[src/rtl/cond_pkg.sv]
// Shared condition-code constants, flag bit positions and the stage-2 record for cond_unit.
// Also holds the NZCV merge helper used for both the flag register and the bypass path.
package cond_pkg;

    typedef enum logic [3:0] {
        COND_EQ = 4'b0000,
        COND_NE = 4'b0001,
        COND_CS = 4'b0010,
        COND_CC = 4'b0011,
        COND_MI = 4'b0100,
        COND_PL = 4'b0101,
        COND_VS = 4'b0110,
        COND_VC = 4'b0111,
        COND_HI = 4'b1000,
        COND_LS = 4'b1001,
        COND_GE = 4'b1010,
        COND_LT = 4'b1011,
        COND_GT = 4'b1100,
        COND_LE = 4'b1101,
        COND_AL = 4'b1110,
        COND_NV = 4'b1111
    } cond_e;

    localparam int FLAG_N = 3;
    localparam int FLAG_Z = 2;
    localparam int FLAG_C = 1;
    localparam int FLAG_V = 0;

    // FlagW bit positions: [1] covers N,Z and [0] covers C,V
    localparam int FLAGW_NZ = 1;
    localparam int FLAGW_CV = 0;

    typedef struct packed {
        logic       valid;
        logic       cond_ex;
        logic       pc_src;
        logic       reg_write;
        logic       mem_write;
        logic [3:0] alu_flags;
        logic [1:0] flag_w;
    } stage2_t;

    function automatic logic [3:0] merge_flags(input logic [3:0] cur,
                                               input logic [3:0] alu,
                                               input logic [1:0] fw);
        logic [3:0] res;
        res = cur;
        if (fw[FLAGW_NZ]) begin
            res[FLAG_N] = alu[FLAG_N];
            res[FLAG_Z] = alu[FLAG_Z];
        end
        if (fw[FLAGW_CV]) begin
            res[FLAG_C] = alu[FLAG_C];
            res[FLAG_V] = alu[FLAG_V];
        end
        return res;
    endfunction

endpackage

[src/rtl/cond_unit_if.sv]
// Decode-to-condition-unit bus: instruction handshake in, gated enables and flag register out.
// master = decode side, slave = cond_unit.
interface cond_unit_if;
    logic       in_valid;
    logic       in_ready;
    logic [3:0] Cond;
    logic [1:0] FlagW;
    logic       PCS;
    logic       RegW;
    logic       MemW;
    logic [3:0] ALUFlags;
    logic       out_valid;
    logic       PCSrc;
    logic       RegWrite;
    logic       MemWrite;
    logic       CondEx;
    logic [3:0] Flags;

    modport master (
        output in_valid, Cond, FlagW, PCS, RegW, MemW, ALUFlags,
        input  in_ready, out_valid, PCSrc, RegWrite, MemWrite, CondEx, Flags
    );

    modport slave (
        input  in_valid, Cond, FlagW, PCS, RegW, MemW, ALUFlags,
        output in_ready, out_valid, PCSrc, RegWrite, MemWrite, CondEx, Flags
    );
endinterface

[src/rtl/cond_eval.sv]
// Combinational ARM condition decode: cond field against {N,Z,C,V} gives cond_ex.
// The NV encoding (1111) never executes.
module cond_eval
    import cond_pkg::*;
(
    input  logic [3:0] cond,
    input  logic [3:0] flags,
    output logic       cond_ex
);

    logic n, z, c, v;

    assign n = flags[FLAG_N];
    assign z = flags[FLAG_Z];
    assign c = flags[FLAG_C];
    assign v = flags[FLAG_V];

    always_comb begin
        cond_ex = 1'b0;
        case (cond_e'(cond))
            COND_EQ: cond_ex = z;
            COND_NE: cond_ex = !z;
            COND_CS: cond_ex = c;
            COND_CC: cond_ex = !c;
            COND_MI: cond_ex = n;
            COND_PL: cond_ex = !n;
            COND_VS: cond_ex = v;
            COND_VC: cond_ex = !v;
            COND_HI: cond_ex = c && !z;
            COND_LS: cond_ex = !c || z;
            COND_GE: cond_ex = (n == v);
            COND_LT: cond_ex = (n != v);
            COND_GT: cond_ex = !z && (n == v);
            COND_LE: cond_ex = z || (n != v);
            COND_AL: cond_ex = 1'b1;
            default: cond_ex = 1'b0;
        endcase
    end

endmodule

[src/rtl/cond_unit.sv]
// Two-stage ARM condition unit: evaluate on transfer, gate enables, commit NZCV after stage 2.
// Build option COND_UNIT_FLAG_FWD_EN bypasses pending flag writes instead of stalling.
module cond_unit
    import cond_pkg::*;
(
    input  logic        clk,
    input  logic        reset,
    cond_unit_if.slave  bus
);

    stage2_t    s2, s2_next;
    logic [3:0] flags_q, flags_next, ef;
    logic       cond_ex, ready, xfer;

    // Flag value the register takes at the coming edge; also the bypass source
    assign flags_next = s2.valid ? merge_flags(flags_q, s2.alu_flags, s2.flag_w) : flags_q;

`ifdef COND_UNIT_FLAG_FWD_EN
    assign ef    = flags_next;
    assign ready = !reset;
`else
    logic hazard;

    // AL never reads flags, so it may follow a flag writer without a bubble
    assign hazard = s2.valid && (s2.flag_w != 2'b00) && bus.in_valid &&
                    (bus.Cond != COND_AL);
    assign ef     = flags_q;
    assign ready  = !reset && !hazard;
`endif

    cond_eval u_eval (
        .cond    (bus.Cond),
        .flags   (ef),
        .cond_ex (cond_ex)
    );

    assign xfer = bus.in_valid && ready;

    always_comb begin
        s2_next = '0;
        if (xfer) begin
            s2_next.valid     = 1'b1;
            s2_next.cond_ex   = cond_ex;
            s2_next.pc_src    = bus.PCS  && cond_ex;
            s2_next.reg_write = bus.RegW && cond_ex;
            s2_next.mem_write = bus.MemW && cond_ex;
            s2_next.alu_flags = bus.ALUFlags;
            s2_next.flag_w    = bus.FlagW & {2{cond_ex}};
        end
    end

    always_ff @(posedge clk) begin
        if (reset) begin
            s2      <= '0;
            flags_q <= '0;
        end else begin
            s2      <= s2_next;
            flags_q <= flags_next;
        end
    end

    // Outputs forced quiet while reset is held, including the cycle it first rises
    assign bus.in_ready  = ready;
    assign bus.out_valid = s2.valid     && !reset;
    assign bus.PCSrc     = s2.pc_src    && !reset;
    assign bus.RegWrite  = s2.reg_write && !reset;
    assign bus.MemWrite  = s2.mem_write && !reset;
    assign bus.CondEx    = s2.cond_ex   && !reset;
    assign bus.Flags     = reset ? 4'b0000 : flags_q;

endmodule
[src/flat_wrapper.sv]
// flat-port wrapper written by rule: the top's interface ports become plain ports
module cond_unit_flat import cond_pkg::*;
  (clk, reset, bus_in_valid, bus_Cond, bus_FlagW, bus_PCS, bus_RegW, bus_MemW, bus_ALUFlags, bus_in_ready, bus_out_valid, bus_PCSrc, bus_RegWrite, bus_MemWrite, bus_CondEx, bus_Flags);
  cond_unit_if bus_i ();
  input  logic clk;
  input  logic reset;
  input wire logic [$bits(bus_i.in_valid)-1:0] bus_in_valid;
  input wire logic [$bits(bus_i.Cond)-1:0] bus_Cond;
  input wire logic [$bits(bus_i.FlagW)-1:0] bus_FlagW;
  input wire logic [$bits(bus_i.PCS)-1:0] bus_PCS;
  input wire logic [$bits(bus_i.RegW)-1:0] bus_RegW;
  input wire logic [$bits(bus_i.MemW)-1:0] bus_MemW;
  input wire logic [$bits(bus_i.ALUFlags)-1:0] bus_ALUFlags;
  output wire logic [$bits(bus_i.in_ready)-1:0] bus_in_ready;
  output wire logic [$bits(bus_i.out_valid)-1:0] bus_out_valid;
  output wire logic [$bits(bus_i.PCSrc)-1:0] bus_PCSrc;
  output wire logic [$bits(bus_i.RegWrite)-1:0] bus_RegWrite;
  output wire logic [$bits(bus_i.MemWrite)-1:0] bus_MemWrite;
  output wire logic [$bits(bus_i.CondEx)-1:0] bus_CondEx;
  output wire logic [$bits(bus_i.Flags)-1:0] bus_Flags;
  assign bus_i.in_valid = bus_in_valid;
  assign bus_i.Cond = bus_Cond;
  assign bus_i.FlagW = bus_FlagW;
  assign bus_i.PCS = bus_PCS;
  assign bus_i.RegW = bus_RegW;
  assign bus_i.MemW = bus_MemW;
  assign bus_i.ALUFlags = bus_ALUFlags;
  assign bus_in_ready = bus_i.in_ready;
  assign bus_out_valid = bus_i.out_valid;
  assign bus_PCSrc = bus_i.PCSrc;
  assign bus_RegWrite = bus_i.RegWrite;
  assign bus_MemWrite = bus_i.MemWrite;
  assign bus_CondEx = bus_i.CondEx;
  assign bus_Flags = bus_i.Flags;
  cond_unit u_core (.clk(clk), .reset(reset), .bus(bus_i));
endmodule
[config.mk]
export PLATFORM = sky130hd
export DESIGN_NAME = cond_unit_flat
export DESIGN_NICKNAME = d
export VERILOG_FILES = /design/src/rtl/cond_pkg.sv /design/src/rtl/cond_unit_if.sv /design/src/rtl/cond_eval.sv /design/src/rtl/cond_unit.sv /design/src/flat_wrapper.sv
export SDC_FILE = /design/constraint.sdc
export NUM_CORES = 1
export LEC_CHECK = 0
export BUFFER_PORTS_ARGS = -buffer_cell sky130_fd_sc_hd__buf_4
export CAP_MARGIN = 20
export CORE_UTILIZATION = 43
export CTS_BUF_LIST = sky130_fd_sc_hd__clkbuf_4 sky130_fd_sc_hd__clkbuf_8 sky130_fd_sc_hd__clkbuf_16
export CTS_CLUSTER_SIZE = 14
export DETAILED_ROUTE_END_ITERATION = 10
export PLACE_DENSITY_LB_ADDON = 0.12
export SYNTH_ARGS = -nofsm -noshare
export SYNTH_HDL_FRONTEND = slang
export SYNTH_SLANG_ARGS = --single-unit
[constraint.sdc]
create_clock -name clk -period 1.55 [get_ports clk]
set_input_delay 0.31 -clock clk [delete_from_list [all_inputs] [get_ports clk]]
set_output_delay 0.31 -clock clk [all_outputs]
set_load 0.1 [all_outputs]
# Word-level counts from Yosys, hierarchy flattened

Cells that the tools add are included.

Memories kept: 0
Bits in writable memories: 0
Register bits: 15
Output and inout bits: 10
Memory bits (read-only): 0
Latch bits: 0
Word-level logic and storage cells: 59

Reductions and logical operators: 28
Add/subtract/negate cells: 0
Equal/unequal tests: 17
Mux-type cells: 3
Bitwise logic cells: 2
$mul: 0
$lt $le $gt $ge: 0
Shift-type cells: 0
Div/mod/pow operators: 0

Operator list:

| kind                                          | number |
|---|---|
| == test 4 bit, second input constant          | 7 |
| == test 4 x 3 -> 1 bit, second input constant | 4 |
| logical AND 1 bit                             | 15 |
| case mux 1 bit (15 select lines)              | 1 |
| 2-to-1 mux 11 bit                             | 1 |
| == test 4 x 2 -> 1 bit, second input constant | 2 |
| logical NOT 1 bit                             | 6 |
| == test 4 x 1 -> 1 bit, second input constant | 1 |
| logical NOT 4 bit                             | 1 |
| 2-to-1 mux 4 bit                              | 1 |
| != test 4 bit, second input constant          | 1 |
| AND reduction 2 bit                           | 2 |
| bitwise AND 2 bit                             | 1 |
| logical OR 1 bit                              | 2 |
| nonzero test 2 bit                            | 1 |
| OR reduction 2 bit                            | 1 |
| == test 1 bit                                 | 1 |
| != test 1 bit                                 | 1 |
| NOT 1 bit                                     | 1 |

# Depth between registers and ports, before layout

Gate-level depths: netlist of run 1.

Depth in word-level cells: 9
Depth in mapped cells: 7

# By module

From an unflattened synthesis of run 1, not the netlist that was laid out.

Cell total of the unflattened synthesis: 94
Area, all modules: 862.1 µm²

Modules (own cells, without submodules):

| module    | cells each | area an instance (µm²) | times used |
|---|---|---|---|
| cond_unit | 66         | 668.1                  | 1 |
| cond_eval | 28         | 193.9                  | 1 |

# Worst setup path after synthesis of run 1

No wires, ideal clock.

Kind: input -> output
From: input bus_Cond[2]
To: output bus_in_ready
Data required time: 1.240 ns
Data arrival time: 2.250 ns
Buffers on the path: 2
Stages: 5
Path slack: -1.010 ns
Cell sequence: buf_4 -> and2_1 -> buf_6 -> a21oi_1 -> a21oi_1

Word-level cells in the longest chain between the ends: 4

RTL lines:

| item              | RTL line           | source |
|---|---|---|
| from (decl)       | flat_wrapper.sv:8  | `input wire logic [$bits(bus_i.Cond)-1:0] bus_Cond;` |
| != test 4 bit     | cond_unit.sv:26    | `(bus.Cond != COND_AL);` |
| logical AND 1 bit | cond_unit.sv:25    | `assign hazard = s2.valid && (s2.flag_w != 2'b00) && bus.in_valid &&` |
| logical NOT 1 bit | cond_unit.sv:28    | `assign ready = !reset && !hazard;` |
| logical AND 1 bit | cond_unit.sv:28    |  |
| to (decl)         | flat_wrapper.sv:14 | `output wire logic [$bits(bus_i.in_ready)-1:0] bus_in_ready;` |

Every way passes these cells.

# Final worst setup path of run 1

From: register u_core.s2[1] (netlist name)
To: output bus_in_ready

Word-level cells in the longest chain between the ends: 6

RTL lines:

| item                            | RTL line        | source |
|---|---|---|
| from (decl)                     | cond_unit.sv:11 | `stage2_t s2, s2_next;` |
| from (signal assigned)          | cond_unit.sv:57 | `s2 <= s2_next;` |
| nonzero test 2 bit              | cond_unit.sv:25 |  |
| logical AND 1 bit (3 in series) | cond_unit.sv:25 |  |
| logical NOT 1 bit               | cond_unit.sv:28 |  |
| logical AND 1 bit               | cond_unit.sv:28 |  |

Every way passes these cells.

==> results of run 1 <==
[Yosys cell counts]
library cell,n
sky130_fd_sc_hd__xnor2_1,1
sky130_fd_sc_hd__o21a_1,1
sky130_fd_sc_hd__nand3b_1,1
sky130_fd_sc_hd__and3_4,1
sky130_fd_sc_hd__dfxtp_1,15
sky130_fd_sc_hd__and2_1,5
sky130_fd_sc_hd__mux2i_1,2
sky130_fd_sc_hd__o21ai_1,1
sky130_fd_sc_hd__nor2b_1,13
sky130_fd_sc_hd__and2b_4,1
sky130_fd_sc_hd__or3_1,1
sky130_fd_sc_hd__o2111ai_1,1
sky130_fd_sc_hd__o21bai_1,1
sky130_fd_sc_hd__and3b_1,1
sky130_fd_sc_hd__nand3_1,4
sky130_fd_sc_hd__a31oi_1,1
sky130_fd_sc_hd__o311ai_4,1
sky130_fd_sc_hd__o21ai_0,3
sky130_fd_sc_hd__buf_4,1
sky130_fd_sc_hd__a21oi_1,7
sky130_fd_sc_hd__clkbuf_1,2
sky130_fd_sc_hd__a22o_1,1
sky130_fd_sc_hd__a21boi_2,1
sky130_fd_sc_hd__nor3_1,1
sky130_fd_sc_hd__nor3b_1,2
sky130_fd_sc_hd__nor2_1,1
sky130_fd_sc_hd__nor4b_1,1
sky130_fd_sc_hd__nand2_1,8
sky130_fd_sc_hd__buf_6,1
sky130_fd_sc_hd__nand4b_1,1
sky130_fd_sc_hd__nand4bb_1,1
sky130_fd_sc_hd__mux2_1,1
sky130_fd_sc_hd__a21boi_1,4
sky130_fd_sc_hd__and4_1,1
[sequential cells by signal, summed over array words and instances, names as in the netlist]
| signal | count |
|---|---|
| u_core.ef | 4 |
| u_core.s2 | 11 |
[where the power goes]
group	internal, mW	total (mW)	switching [mW]	leakage (nW)
clock	0.0961	0.223	0.127	0.0177
sequential	0.397	0.403	0.00592	0.124
combinational	0.0844	0.186	0.102	0.338
[logic make-up (layout without fill, tap and decap cells)]
logic type             Yosys count  in the layout
flip-flops                      15             15
AND/OR/NAND/NOR                 43             43
multiplexers                     3              3
buffers and inverters            4             41
XOR/XNOR                         1              1
AO/OA/AOI/OAI                   22             22
[final cells by class]
type,instances,area [um2]
Sequential cell,15,307
Clock inverter,1,5.00
Clock buffer,3,22.5
Multi-Input combinational cell,69,538
Fill cell,154,534
Timing Repair Buffer,37,289
Tap cell,25,31.3
[worst paths after layout]
path                        start  depth (start not counted)           end  slack (ns)
setup / recovery     u_core.s2[1]                          4  bus_in_ready       -0.02
hold / removal    bus_ALUFlags[0]                          2  u_core.s2[2]        0.22
hold reg to reg      u_core.s2[5]                          2  u_core.ef[3]        0.46
setup reg to reg     u_core.ef[3]                          5  u_core.s2[7]        0.05
[repair_timing]
action / CTS / global route
gates resized for setup: 7 / 3
pin swaps: 2 / 0
setup buffers: 1 / 0
setup endpoints to repair: 6 / 7
[placed cells by master (no fill, tap or decap), types with 2 or more instances in the layout]
cell | netlist | final
sky130_fd_sc_hd__a21oi_2 | 0 | 2
sky130_fd_sc_hd__mux2i_1 | 2 | 2
sky130_fd_sc_hd__o21ai_0 | 3 | 2
sky130_fd_sc_hd__clkbuf_4 | 0 | 3
sky130_fd_sc_hd__dfxtp_2 | 0 | 2
sky130_fd_sc_hd__dfxtp_1 | 15 | 12
sky130_fd_sc_hd__nor3b_1 | 2 | 2
sky130_fd_sc_hd__nand2_1 | 8 | 8
sky130_fd_sc_hd__buf_4 | 1 | 35
sky130_fd_sc_hd__nor2b_1 | 13 | 4
sky130_fd_sc_hd__and2_1 | 5 | 5
sky130_fd_sc_hd__nor2b_4 | 0 | 7
sky130_fd_sc_hd__a21boi_1 | 4 | 4
sky130_fd_sc_hd__nand3_1 | 4 | 4
sky130_fd_sc_hd__nor2b_2 | 0 | 2
sky130_fd_sc_hd__a21oi_1 | 7 | 5
[metal layers]
layer,routed length [um],GRT usage,vias up
met2,871,0.328,22
met1,759,0.232,352
met4,37,0.0909,0
met3,94,0.0600,5
li1,-,-,388
met5,0,0,-
[metrics by stage]
stage,setup TNS (ns),setup slack [ns],utilization
2_1_floorplan,-0.396,-0.396,-
3_3_place_gp,-0.0531,-0.0370,0.656
3_5_place_dp,-0.368,-0.0693,0.656
4_1_cts,-0.0224,-0.0224,0.686
5_1_grt,-0.194,-0.0691,0.691
6_report,-0.0191,-0.0191,0.691
==> qor.json, run 1 <==
{
  "outcome": {"value": "finished with violations"},
  "failing_checks": {"value": "negative setup slack"},
  "numPortBuffers": {"value": 25},
  "clk_latency": {"value": 0.29, "unit": "ns"},
  "drt_iter0_markers": {"value": 5},
  "die-width": {"value": 45.0, "unit": "um"},
  "fraction_of_layout_instances_using_a_drive_strength_above_1": {"value": 0.480},
  "worstSetupPathType": {"value": "register to primary output"},
  "post_synth_num_cell_types": {"value": 34},
  "io_pins": {"value": 26},
  "die_footprint": {"value": 0.00203, "unit": "mm2"},
  "first_global_vias": {"value": 667},
  "floorplan.initialDensity": {"value": 0.461},
  "master_of_the_slowest_instance_on_the_critical_path": {"value": "sky130_fd_sc_hd__dfxtp_2"},
  "synth_xor_area_frac": {"value": 0.0110},
  "netlist_instances": {"value": 88},
  "worstHoldPathType": {"value": "input port to register"},
  "cp_num_buf_inv": {"value": 1},
  "critical_path.endpoint_type": {"value": "primary output"},
  "detailed_place.area": {"value": 0.00113, "unit": "mm2"},
  "ctsLongestPathBuffers": {"value": 2},
  "worstSetupStartpointType": {"value": "register"},
  "cts_hold_repair.buffers": {"value": 0},
  "clock-root-buffer": {"value": "sky130_fd_sc_hd__clkbuf_4"},
  "route.detailed.vias_per_inst": {"value": 5.11},
  "vdd_drop_max": {"value": 0.431, "unit": "mV"},
  "worst_ep_arrival_time": {"value": 1.26, "unit": "ns"},
  "timing.slew.headroom": {"value": 0.748},
  "final_cell_area": {"value": 0.00119, "unit": "mm2"},
  "p_total": {"value": 0.812, "unit": "mW"},
  "worst_path_cell_trace": {"value": "o21ai_2 > a21oi_2 > a21oi_2 > buf_8"},
  "drv.max_cap_violation_count": {"value": 0},
  "synth_seq_cells": {"value": 15},
  "globalRouteOverflowTotal": {"value": 0},
  "rows": {"value": 15},
  "slack_of_the_critical_path": {"value": -0.0191, "unit": "ns"},
  "finish.net_count": {"value": 142},
  "n_antenna_cell": {"value": 0},
  "synth.avg_cell_area": {"value": 9.04, "unit": "um2"},
  "synth.area.top_cells": {"value": "sky130_fd_sc_hd__dfxtp_1 38%, sky130_fd_sc_hd__nor2b_1 10%, sky130_fd_sc_hd__a21oi_1 4.4%"},
  "post_synth_fa_ha_maj_area_fraction": {"value": 0},
  "simple_gate_fraction_of_synth_area": {"value": 0.336},
  "timing.critical_path.mode_cell": {"value": "sky130_fd_sc_hd__a21oi_2"},
  "netlist.top_cell.by_area": {"value": "sky130_fd_sc_hd__dfxtp_1"},
  "combinational_family_with_the_most_area_after_synthesis": {"value": "simple AND/OR/NAND/NOR gates"},
  "detail-route-antenna-nets": {"value": 0},
  "timing.final.setup_violations": {"value": 1},
  "worstPathMaxFanout": {"value": 4},
  "remaining_drc_errors": {"value": 0},
  "worst_slew_pin_slew": {"value": 0.376, "unit": "ns"},
  "clock.fmax": {"value": 0.637, "unit": "GHz"},
  "gp_routability_congestion": {"value": 0.768},
  "timing.final.crit_period": {"value": 1.57, "unit": "ns"},
  "finalMaxSlewViolations": {"value": 0},
  "fin_worst_hold_slack": {"value": 0.218, "unit": "ns"},
  "dp_hpwl": {"value": 1.33, "unit": "mm"},
  "path_delay_family": {"value": "compound AO/OA/AOI/OAI gates"},
  "detailroute.via_count": {"value": 767},
  "clkTransAtPathRegs": {"value": 0.09, "unit": "ns"},
  "critical-path-max-stage-delay": {"value": 0.35, "unit": "ns"},
  "fin_cells": {"value": 150},
  "synth_top_area_frac": {"value": 0.377},
  "mappedNetlistArea": {"value": 796, "unit": "um2"},
  "numCtsBuffers": {"value": 3},
  "synth_nets": {"value": 104},
  "die_h": {"value": 45.0, "unit": "um"},
  "finalWirelength": {"value": 1.76, "unit": "mm"},
  "core_area": {"value": 0.00173, "unit": "mm2"},
  "routedWlPerCell": {"value": 11.7, "unit": "um"},
  "groute.usage.overall": {"value": 0.198},
  "leakagePower": {"value": 0.480, "unit": "nW"},
  "post_synth_mux_area_share": {"value": 0.0393},
  "synth.yosys.warnings": {"value": 0},
  "cts-htree-levels": {"value": 1},
  "firstDrtPassIters": {"value": 4},
  "tritoncts_num_sinks": {"value": 15},
  "power.density_cell_area": {"value": 681, "unit": "mW/mm2"},
  "cts_tree": {"value": "yes"},
  "synth_compound_gate_area_share": {"value": 0.203},
  "period_utilization_post_route": {"value": 1.01},
  "grt_antenna_before_repair": {"value": 0},
  "maximum_number_of_pins_on_one_net_before_global_route_repair": {"value": 11},
  "placedCellCount": {"value": 145},
  "grt_setup_unrepaired": {"value": "yes"},
  "synth-seq-area-share": {"value": 0.377},
  "wire_length_of_the_first_global_routing_pass": {"value": 2.84, "unit": "mm"},
  "area_growth_synth_to_finish": {"value": 49.8, "unit": "%"},
  "critPathRequiredTime": {"value": 1.24, "unit": "ns"},
  "final_hold_viol_count": {"value": 0},
  "final_clock_skew": {"value": 0.00408, "unit": "ns"}
}
No activity file was read; power rests on OpenSTA's default activity.
==> run 2, diff against run 1 <==
==> constraint.sdc (replaced) <==
create_clock -name clk -period 1.55 [get_ports clk]
set_input_delay 0.2325 -clock clk [delete_from_list [all_inputs] [get_ports clk]]
set_output_delay 0.2325 -clock clk [all_outputs]
set_load 0.1 [all_outputs]
==> run 2 against run 1 <==
The flow now finishes without violations. Count of clock-buffer cells in the layout grew 1. Register-to-register slack about the same. Critical path depth rose by 1. Combinational power decreased by 4%. Die area unchanged. Design area decreased by 3.1%. First-iteration DRC count up 100%. Final cell count fell by 0.67%. Largest cell class unchanged. Largest power group unchanged.
==> qor.json, run 2 (synthesis results as in run 1) <==
{
  "outcome": {"value": "completed"},
  "period_utilization_post_route": {"value": 0.988},
  "routedWlPerCell": {"value": 12.6, "unit": "um"},
  "area_growth_synth_to_finish": {"value": 45.1, "unit": "%"},
  "path_delay_family": {"value": "compound AO/OA/AOI/OAI gates"},
  "gp_routability_congestion": {"value": 0.971},
  "finalMaxSlewViolations": {"value": 0},
  "nFillCells": {"value": 150},
  "worstHoldPathType": {"value": "input port to register"},
  "timing.critical_path.mode_cell": {"value": "sky130_fd_sc_hd__a21oi_4"},
  "worst-path-stages": {"value": 5},
  "grt_setup_unrepaired": {"value": "yes"},
  "sequential_cell_area": {"value": 304, "unit": "um2"},
  "cp_num_buf_inv": {"value": 2},
  "first_global_vias": {"value": 636},
  "leakagePower": {"value": 0.473, "unit": "nW"},
  "tritoncts_num_sinks": {"value": 15},
  "multiInputGateArea": {"value": 507, "unit": "um2"},
  "n_antenna_cell": {"value": 0},
  "die_footprint": {"value": 0.00203, "unit": "mm2"},
  "final_common_cell": {"value": "sky130_fd_sc_hd__buf_4"},
  "worstSetupStartpointType": {"value": "register"},
  "numPortBuffers": {"value": 25},
  "registers.top_by_ff_count": {"value": "u_core.s2"},
  "worst_r2r_path_depth": {"value": 7},
  "final_hold_viol_count": {"value": 0},
  "clock-root-buffer": {"value": "sky130_fd_sc_hd__clkbuf_4"},
  "hold_path_depth": {"value": 2},
  "detailroute.via_count": {"value": 736},
  "worst_ep_arrival_time": {"value": 1.30, "unit": "ns"},
  "cts_hold_repair.buffers": {"value": 0},
  "maximum_number_of_pins_on_one_net_before_global_route_repair": {"value": 15},
  "clkTransAtPathRegs": {"value": 0.09, "unit": "ns"},
  "worst_slew_pin_slew": {"value": 0.420, "unit": "ns"},
  "detail-route-antenna-nets": {"value": 0},
  "critPathRequiredTime": {"value": 1.32, "unit": "ns"},
  "vdd_drop_max": {"value": 0.643, "unit": "mV"},
  "groute.usage.overall": {"value": 0.190},
  "grt_antenna_before_repair": {"value": 0},
  "globalRouteOverflowTotal": {"value": 0},
  "power.density_cell_area": {"value": 706, "unit": "mW/mm2"},
  "critical-path-max-stage-delay": {"value": 0.33, "unit": "ns"},
  "master_of_the_slowest_instance_on_the_critical_path": {"value": "sky130_fd_sc_hd__dfxtp_2"},
  "final_clock_skew": {"value": 0.00533, "unit": "ns"},
  "die_h": {"value": 45.0, "unit": "um"},
  "clk_latency": {"value": 0.28, "unit": "ns"},
  "ctsLongestPathBuffers": {"value": 2},
  "numCtsBuffers": {"value": 3},
  "wire_length_of_the_first_global_routing_pass": {"value": 2.74, "unit": "mm"},
  "remaining_drc_errors": {"value": 0},
  "rrSetupSlack": {"value": 0.04, "unit": "ns"},
  "drt_iter0_markers": {"value": 10},
  "critical_path.endpoint_type": {"value": "primary output"},
  "timing.slew.headroom": {"value": 0.720},
  "rows": {"value": 15},
  "worstPathMaxFanout": {"value": 3},
  "fin_worst_hold_slack": {"value": 0.150, "unit": "ns"},
  "die-width": {"value": 45.0, "unit": "um"},
  "fraction_of_layout_instances_using_a_drive_strength_above_1": {"value": 0.427},
  "firstDrtPassIters": {"value": 4},
  "largest_register_ff_count": {"value": 11},
  "drv.max_cap_violation_count": {"value": 0},
  "mostFrequentLayoutCells": {"value": "35 x sky130_fd_sc_hd__buf_4, 12 x sky130_fd_sc_hd__dfxtp_1, 9 x sky130_fd_sc_hd__nor2b_1, 8 x sky130_fd_sc_hd__nand2_1"},
  "finish.net_count": {"value": 141},
  "total_negative_slack": {"value": 0, "unit": "ns"},
  "cts-htree-levels": {"value": 1},
  "worst_path_cell_trace": {"value": "o21ai_1 > buf_4 > a21oi_4 > a21oi_4 > buf_12"},
  "clock.fmax": {"value": 0.653, "unit": "GHz"},
  "io_pins": {"value": 26},
  "dp_hpwl": {"value": 1.32, "unit": "mm"},
  "worstSetupPathType": {"value": "register to primary output"},
  "route.detailed.vias_per_inst": {"value": 4.94},
  "finalWirelength": {"value": 1.88, "unit": "mm"},
  "core_area": {"value": 0.00173, "unit": "mm2"},
  "timing.final.crit_period": {"value": 1.53, "unit": "ns"},
  "floorplan.initialDensity": {"value": 0.461},
  "cts_tree": {"value": "yes"},
  "timing.final.setup_violations": {"value": 0}
}
## run 2: cell count changes in the layout (fill, tap and decap cells not counted), moves of 2 or more
| cell | change |
|---|---|
| sky130_fd_sc_hd__nor2b_1 | +5 |
| sky130_fd_sc_hd__a21oi_2 | -2 |
| sky130_fd_sc_hd__a21oi_4 | +2 |
| sky130_fd_sc_hd__nor2b_4 | -6 |
## run 2: area by class of cell
type	instances	share of cell area
sequential	15	0.263
multi-input combinational	69	0.439
tap	25	0.0271
clock buffer	4	0.0260
timing repair buffer	36	0.245
## run 2: worst reg2reg max path, delay by kind of cell (launching register included)
kind                   cells  cell delay [ns]
AOI/OAI and AO/OA          2             0.26
DFF                        1             0.33
and+or+nand+nor            3             0.61
buffers and inverters      2             0.25
## run 2: worst paths after layout
check,startpoint,end
hold reg to reg,u_core.s2[5],u_core.ef[3]
setup reg to reg,u_core.s2[1],u_core.s2[8]
hold / removal,bus_ALUFlags[3],u_core.s2[5]
setup / recovery,u_core.s2[1],bus_in_ready
## run 2: layer usage
metal	up-vias	track usage	wire, um
met3	5	0.0280	68
li1	383	-	-
met2	21	0.310	963
met4	0	0.0909	27
met1	327	0.246	824
met5	-	0	0
## run 2: power by group
part	switching, mW	total (mW)	internal, mW
combinational	0.101	0.178	0.0778
clock	0.116	0.233	0.117
sequential	0.00494	0.404	0.399
total	0.222	0.816	0.594
## run 2: timing repair
action,CTS,global route
gates resized for setup,5,5
pin swaps,1,3
setup buffers,1,4
setup endpoints to repair,1,7
## run 2: through the flow
stage               cells   util  cell area (um2)  power [mW]  worst slack (ns)
floorplan              88      -              815       0.513            -0.459
global placement      140  0.609             1050       0.572            0.0518
detailed placement    140  0.609             1050       0.574            0.0310
CTS                   145  0.638             1100       0.807           0.00614
global route          149  0.669             1150       0.855           -0.0600
finish                149  0.669             1150       0.816            0.0179
